File: config.mk
export PLATFORM = sky130hd
export DESIGN_NAME = regfile_wb_ctrl
export DESIGN_NICKNAME = d
export VERILOG_FILES = /design/src/rtl/rf_pkg.sv /design/src/rtl/regfile_wb_ctrl_rr_arbiter.sv /design/src/rtl/regfile_wb_ctrl.sv
export SDC_FILE = /design/constraint.sdc
export NUM_CORES = 1
export LEC_CHECK = 0
export ABC_AREA = 0
export CORE_ASPECT_RATIO = 1.5
export CORE_UTILIZATION = 39
export DETAILED_ROUTE_END_ITERATION = 8
export PLACE_DENSITY = 0.86
export SYNTH_ARGS = -nofsm -noshare
export SYNTH_HDL_FRONTEND = slang
export SYNTH_SLANG_ARGS = --single-unit
File: constraint.sdc
create_clock -name CLK -period 3.8 [get_ports CLK]
set_clock_uncertainty 0.2 [all_clocks]
set_input_delay 0.95 -clock CLK [delete_from_list [all_inputs] [get_ports CLK]]
set_output_delay 0.95 -clock CLK [all_outputs]
set_load 0.1 [all_outputs]
File: src/rtl/rf_pkg.sv
// Shared definitions for the register-file write-back controller:
// geometry constants, FSM state encoding and requester slot indices.
package rf_pkg;

  localparam int RF_NREGS = 16;
  localparam int RF_AW    = 4;
  localparam int RF_DW    = 32;

  typedef enum logic {
    RF_INIT = 1'b0,
    RF_RUN  = 1'b1
  } rf_state_e;

  localparam int REQ_ALU = 0;
  localparam int REQ_MEM = 1;
  localparam int REQ_LNK = 2;

endpackage

File: src/rtl/regfile_wb_ctrl_rr_arbiter.sv
// Round-robin arbiter (module rr_arbiter). The grant is combinational
// from REQ and the pointer. When ADV is high the pointer moves to the
// slot just past the granted requester; otherwise it holds.
module rr_arbiter #(
  parameter int N = 3
) (
  input  logic         CLK,
  input  logic         CLR,
  input  logic [N-1:0] REQ,
  input  logic         ADV,
  output logic [N-1:0] GNT
);

  localparam int PW = (N > 1) ? $clog2(N) : 1;

  logic [PW-1:0] ptr_q;
  int            idx;

  // Scan downward from the farthest slot so that the nearest requester
  // at or after the pointer is the one left in GNT.
  always_comb begin
    GNT = '0;
    idx = 0;
    for (int k = N - 1; k >= 0; k--) begin
      idx = (int'(ptr_q) + k) % N;
      if (REQ[idx]) begin
        GNT      = '0;
        GNT[idx] = 1'b1;
      end
    end
  end

  // Advance the pointer past the winner on a completed transfer.
  always_ff @(posedge CLK or negedge CLR) begin
    if (!CLR) begin
      ptr_q <= '0;
    end else if (ADV) begin
      for (int k = 0; k < N; k++) begin
        if (GNT[k]) ptr_q <= PW'((k + 1) % N);
      end
    end
  end

endmodule

File: src/rtl/regfile_wb_ctrl.sv
// Write-back controller for the 16 x 32 register file.
// Sweeps a clear across every register after reset, then shares the
// single write port among NREQ requesters using round-robin arbitration.
// It also keeps a per-register busy scoreboard for the issue stage.
// Build option: RFCTL_SCOREBOARD_EN builds the scoreboard. Without it,
// BUSY is tied to zero and reservations are accepted whenever the
// controller is running.
//
//   state   | meaning
//   --------+---------------------------------------------------
//   RF_INIT | clear strobe sweeps registers 0..15, no grants
//   RF_RUN  | arbitrate writes, maintain the scoreboard
module regfile_wb_ctrl
  import rf_pkg::*;
#(
  parameter int NREQ = 3,
  parameter int DW   = RF_DW,
  parameter int AW   = RF_AW
) (
  input  logic                 CLK,
  input  logic                 CLR,
  input  logic [NREQ-1:0]      REQ_VALID,
  input  logic [NREQ*AW-1:0]   REQ_ADDR,
  input  logic [NREQ*DW-1:0]   REQ_DATA,
  output logic [NREQ-1:0]      REQ_READY,
  input  logic                 RSV_VALID,
  input  logic [AW-1:0]        RSV_ADDR,
  output logic                 RSV_READY,
  output logic [RF_NREGS-1:0]  BUSY,
  output logic                 RF_WEN_N,
  output logic [AW-1:0]        RF_WSEL,
  output logic [DW-1:0]        RF_WDATA,
  output logic                 RF_CEN_N,
  output logic [AW-1:0]        RF_CSEL,
  output logic                 INIT_DONE
);

  rf_state_e       state_q, state_d;
  logic [3:0]      clr_cnt;
  logic            sweep_done;
  logic            run;
  logic [NREQ-1:0] req_qual;
  logic            xfer;
  logic [AW-1:0]   sel_addr;
  logic [DW-1:0]   sel_data;

  assign run       = (state_q == RF_RUN);
  assign INIT_DONE = run;
  assign req_qual  = REQ_VALID & {NREQ{run}};
  assign xfer      = |(REQ_VALID & REQ_READY);

  rr_arbiter #(.N(NREQ)) u_arb (
    .CLK (CLK),
    .CLR (CLR),
    .REQ (req_qual),
    .ADV (xfer),
    .GNT (REQ_READY)
  );

  // FSM state register.
  always_ff @(posedge CLK or negedge CLR) begin
    if (!CLR) state_q <= RF_INIT;
    else      state_q <= state_d;
  end

  // FSM next state: leave INIT one cycle after the last clear strobe.
  always_comb begin
    state_d = state_q;
    case (state_q)
      RF_INIT: if (sweep_done) state_d = RF_RUN;
      RF_RUN:  state_d = RF_RUN;
    endcase
  end

  // Clear sweep; sweep_done marks that all 16 strobes have been issued,
  // since the 4-bit counter itself wraps back to 0.
  always_ff @(posedge CLK or negedge CLR) begin
    if (!CLR) begin
      clr_cnt    <= '0;
      sweep_done <= 1'b0;
      RF_CEN_N   <= 1'b1;
      RF_CSEL    <= '0;
    end else if (!run && !sweep_done) begin
      RF_CEN_N <= 1'b0;
      RF_CSEL  <= AW'(clr_cnt);
      clr_cnt  <= clr_cnt + 4'd1;
      if (clr_cnt == 4'hF) sweep_done <= 1'b1;
    end else begin
      RF_CEN_N <= 1'b1;
    end
  end

  // Route the granted requester's address and data to the write stage.
  always_comb begin
    sel_addr = '0;
    sel_data = '0;
    for (int i = 0; i < NREQ; i++) begin
      if (REQ_READY[i]) begin
        sel_addr = REQ_ADDR[i*AW +: AW];
        sel_data = REQ_DATA[i*DW +: DW];
      end
    end
  end

  // Write stage: one-cycle strobe after each handshake; select/data hold.
  always_ff @(posedge CLK or negedge CLR) begin
    if (!CLR) begin
      RF_WEN_N <= 1'b1;
      RF_WSEL  <= '0;
      RF_WDATA <= '0;
    end else begin
      RF_WEN_N <= !xfer;
      if (xfer) begin
        RF_WSEL  <= sel_addr;
        RF_WDATA <= sel_data;
      end
    end
  end

`ifdef RFCTL_SCOREBOARD_EN
  logic [RF_NREGS-1:0] busy_q, busy_d;

  assign RSV_READY = run && !busy_q[RSV_ADDR];
  assign BUSY      = busy_q;

  // Write clears its register; an accepted reservation applied after it
  // so the set wins when both hit the same register.
  always_comb begin
    busy_d = busy_q;
    if (xfer)                   busy_d[sel_addr] = 1'b0;
    if (RSV_VALID && RSV_READY) busy_d[RSV_ADDR] = 1'b1;
  end

  // Scoreboard register.
  always_ff @(posedge CLK or negedge CLR) begin
    if (!CLR) busy_q <= '0;
    else      busy_q <= busy_d;
  end
`else
  logic unused_rsv;

  assign unused_rsv = ^{RSV_VALID, RSV_ADDR};
  assign RSV_READY  = INIT_DONE;
  assign BUSY       = '0;
`endif

endmodule

==> flow_metrics.py <==
metrics = {
    "run_status": {
        "status": "complete, no violations",
    },
    "floorplan": {
        "fp.coreArea_mm2": 0.00806,
        "i_o_pin_count": 181,
        "floorplan.initialDensity_pct": 40.4,
        "die-area_mm2": 0.00872,
        "std_cell_rows": 40,
        "die-width_um": 76.6,
        "height_of_the_die_um": 114,
    },
    "setup_path": {
        "crit_path_max_delay_cell_type": "sky130_fd_sc_hd__o311a_1",
        "worst-endpoint-arrival_ns": 2.50,
        "critical_path.startpoint_type": "input pin",
        "worst-path-stages": 7,
        "cpPeakStageDelay_ns": 0.38,
        "reg2reg_setup_slack_ns": 0.66,
        "cell_family_with_the_largest_share_of_critical_path_delay": "buffers and inverters",
        "count_of_buffer_and_inverter_cells_on_the_critical_path": 3,
        "worst_r2r_path_depth": 9,
        "endpoint_required_time_on_the_critical_path_ns": 2.65,
        "reg_to_reg_end": "RF_WDATA[17]$_DFFE_PN0P_",
        "worstPathMaxFanout": 5,
        "path_cells": "dlygate4sd2_1 > mux2i_1 > o21ai_1 > o311a_1 > or2_1 > inv_2 > buf_12",
        "timing_worst_setup_path_type": "in2out",
        "worstSetupEndpointType": "output port",
        "worst_r2r_startpoint": "u_arb.ptr_q[0]$_DFFE_PN0P_",
    },
    "logic_synthesis": {
        "share_of_the_synthesized_area_in_compound_gates_ao_oa_aoi_oai_pct": 31.1,
        "yosys.area_share.simple_pct": 13.0,
        "arithmetic_cell_share_of_the_synthesized_area_counting_full_adders_half_adders_and_majority_gates_pct": 1.92,
        "post_synth_xor_area_fraction_pct": 0.808,
        "synth.distinct_cells": 42,
        "synth_ff_type": "sky130_fd_sc_hd__dfrtp_1",
        "number_of_flops_mapped_to_enable_cells_by_yosys": 0,
        "synth_top_family_by_area": "compound AO/OA/AOI/OAI gates",
        "synthMuxAreaShare_pct": 3.27,
        "yosys_warnings": 0,
        "avgSynthCellArea_um2": 8.45,
        "syn_area_mm2": 0.00325,
        "synth_cells": 385,
        "synth-async-reset-ratio_pct": 100,
        "yosys_reg_bits": 50,
        "synth_seq_area_share_pct": 38.5,
    },
    "flow_run": {
        "max_cap_viol_count": 0,
    },
    "clock_network": {
        "cts_htree_levels": 2,
        "cts_tree": "built",
        "worst_skew_pair.late_latency_ns": 0.29,
        "clkSlewWorstSetupHoldPaths_ns": 0.06,
        "root_buffer": "sky130_fd_sc_hd__clkbuf_16",
        "cts.path.max_buffers": 2,
        "cts.sink_count": 50,
        "number_of_buffers_added_by_the_clock_tree_synthesis_step": 5,
    },
    "placement": {
        "port_buffers": 159,
        "postPlaceCellArea_mm2": 0.00476,
        "place.detailed.hpwl_um": 7320,
        "gpl.final_weighted_congestion": 0.824,
    },
    "route": {
        "detail_route.wl_per_cell_um": 16.2,
        "wl_met1_um": 3760,
        "drt_first_iter_violations": 242,
        "highest_layer": "met4",
        "postRouteWirelength_um": 10300,
        "routed-via-count": 3555,
        "dr_wl_met2_um": 5500,
        "met3WireLength_um": 704,
        "vias_per_cell": 5.62,
        "ant_nets": 0,
        "drt_pass1_iterations": 5,
        "drcViolationCount": 0,
    },
    "hold_path": {
        "min_path_cells": 2,
        "worst_hold_path_type": "reg2reg",
        "destination_of_the_worst_hold_path": "RF_WDATA[19]$_DFFE_PN0P_",
        "hp-start": "RF_WDATA[19]$_DFFE_PN0P_",
    },
    "global_route": {
        "grt_max_degree": 44,
        "grt_pass1_wl_um": 15900,
        "antenna_found_initial": 0,
        "grt.total_usage_pct": 23.1,
        "global_route.overflow_total": 0,
        "first_global_vias": 3427,
    },
    "timing": {
        "worst_slew_pin_slew_ns": 0.844,
        "rsz0062_at_grt": "no",
        "timing.final.hold_violations": 0,
        "minimum_clock_period_after_layout_ns": 3.65,
        "min_period_over_period_pct": 95.9,
        "timing_max_transition_violations_final": 0,
        "setup_viol": 0,
        "achievable-frequency_ghz": 0.274,
        "slew-limit-headroom_pct": 43.7,
    },
    "layout": {
        "nNetsFinal": 650,
        "num_antenna_cells": 0,
        "p_r_area_growth_vs_syn_pct": 52.2,
        "highest_count_cells_in_the_layout_ignoring_fill_and_taps": "sky130_fd_sc_hd__clkdlybuf4s50_1, sky130_fd_sc_hd__o21ai_0, sky130_fd_sc_hd__buf_4",
        "final_common_cell": "sky130_fd_sc_hd__clkdlybuf4s50_1",
        "post_route_cells_drive_above_1_share_pct": 17.2,
        "layout.cell_area.non_filler_mm2": 0.00495,
    },
}
[cells by family (layout without fill, tap and decap cells)]
family	after synthesis	count (layout)
xor gates and xnor gates	3	3
DFF	50	50
muxes	9	9
other	1	16
AOI/OAI and AO/OA	162	162
and+or+nand+nor	89	89
buffers and inverters	66	194
adders and majority gates	5	5
[synth_stat cells (all sizes together) (2+ instances only)]
cell type	count	area share, %
a21o	3	0.69
a21oi	2	0.77
a2bb2oi	2	0.54
a31oi	36	6.9
buf	33	7.5
clkbuf	25	2.9
dfrtp	48	37
dfstp	2	1.6
ha	5	1.9
inv	8	0.92
mux2	7	2.7
mux2i	2	0.62
nand2	2	0.23
nand2b	2	0.38
nand3	36	5.5
nand4b	2	0.54
nor2	39	4.5
o211ai	2	0.46
o21ai	75	12
o31ai	36	8.3
xnor2	2	0.54
[metal layers]
layer	vias to the layer above	track usage (%)
met4	0	10.3
met5	-	0
met2	180	42.8
met1	1683	25.4
met3	22	4.16
li1	1670	-
[how the worst max path moves through the flow]
stage / start / end / slack [ns]
4_1_cts: REQ_VALID[1] / REQ_READY[1] / 0.0003
3_5_place_dp: REQ_VALID[0] / REQ_READY[1] / -0.07
3_3_place_gp: REQ_VALID[0] / REQ_READY[1] / -0.04
5_1_grt: REQ_VALID[0] / REQ_READY[1] / 0.07
6_report: REQ_VALID[0] / REQ_READY[1] / 0.15
2_1_floorplan: REQ_VALID[0] / REQ_READY[2] / 0.11
[tightest hold or removal path, stage by stage, from the launching register on]
cell                      delay, ns
sky130_fd_sc_hd__dfrtp_1       0.34
sky130_fd_sc_hd__nand3_1       0.06
sky130_fd_sc_hd__o31ai_1       0.06
[per-stage QoR]
step	utilization, %	setup WS [ns]	cells	setup TNS [ns]	hold WS, ns
floorplan	-	0.111	400	0	0.238
global placement	59.0	-0.0412	622	-0.313	0.249
detailed placement	59.0	-0.0747	622	-0.822	0.292
CTS	61.1	0.000299	630	0	0.306
global route	61.4	0.0658	633	0	0.323
finish	61.4	0.155	633	0	0.298
[registers in the layout (all words and copies together) (netlist names)]
name         flops
RF_CSEL          4
u_arb.ptr_q      2
RF_WEN_N         1
RF_WSEL          4
clr_cnt          4
RF_WDATA        32
RF_CEN_N         1
INIT_DONE        1
sweep_done       1
[layout make-up]
class / count / area, um2
fill: 704 / 3110
timing repair buffer: 178 / 1650
clock inverter: 3 / 45.0
tap: 105 / 131
inverter: 8 / 30.0
sequential: 50 / 1250
multi-input combinational: 284 / 1710
clock buffer: 5 / 125
[what timing repair did]
| item | CTS | global route |
|---|---|---|
| setup endpoints to repair | 1 | 1 |
| cloned | 0 | 0 |
| pin swaps | 0 | 1 |
| hold buffers | 0 | 0 |
| buffers inserted | 0 | 3 |
| resized for setup | 2 | 2 |
Power is not shown: default switching activity piles up to over one toggle a cycle in this logic, so the estimate is an artifact.
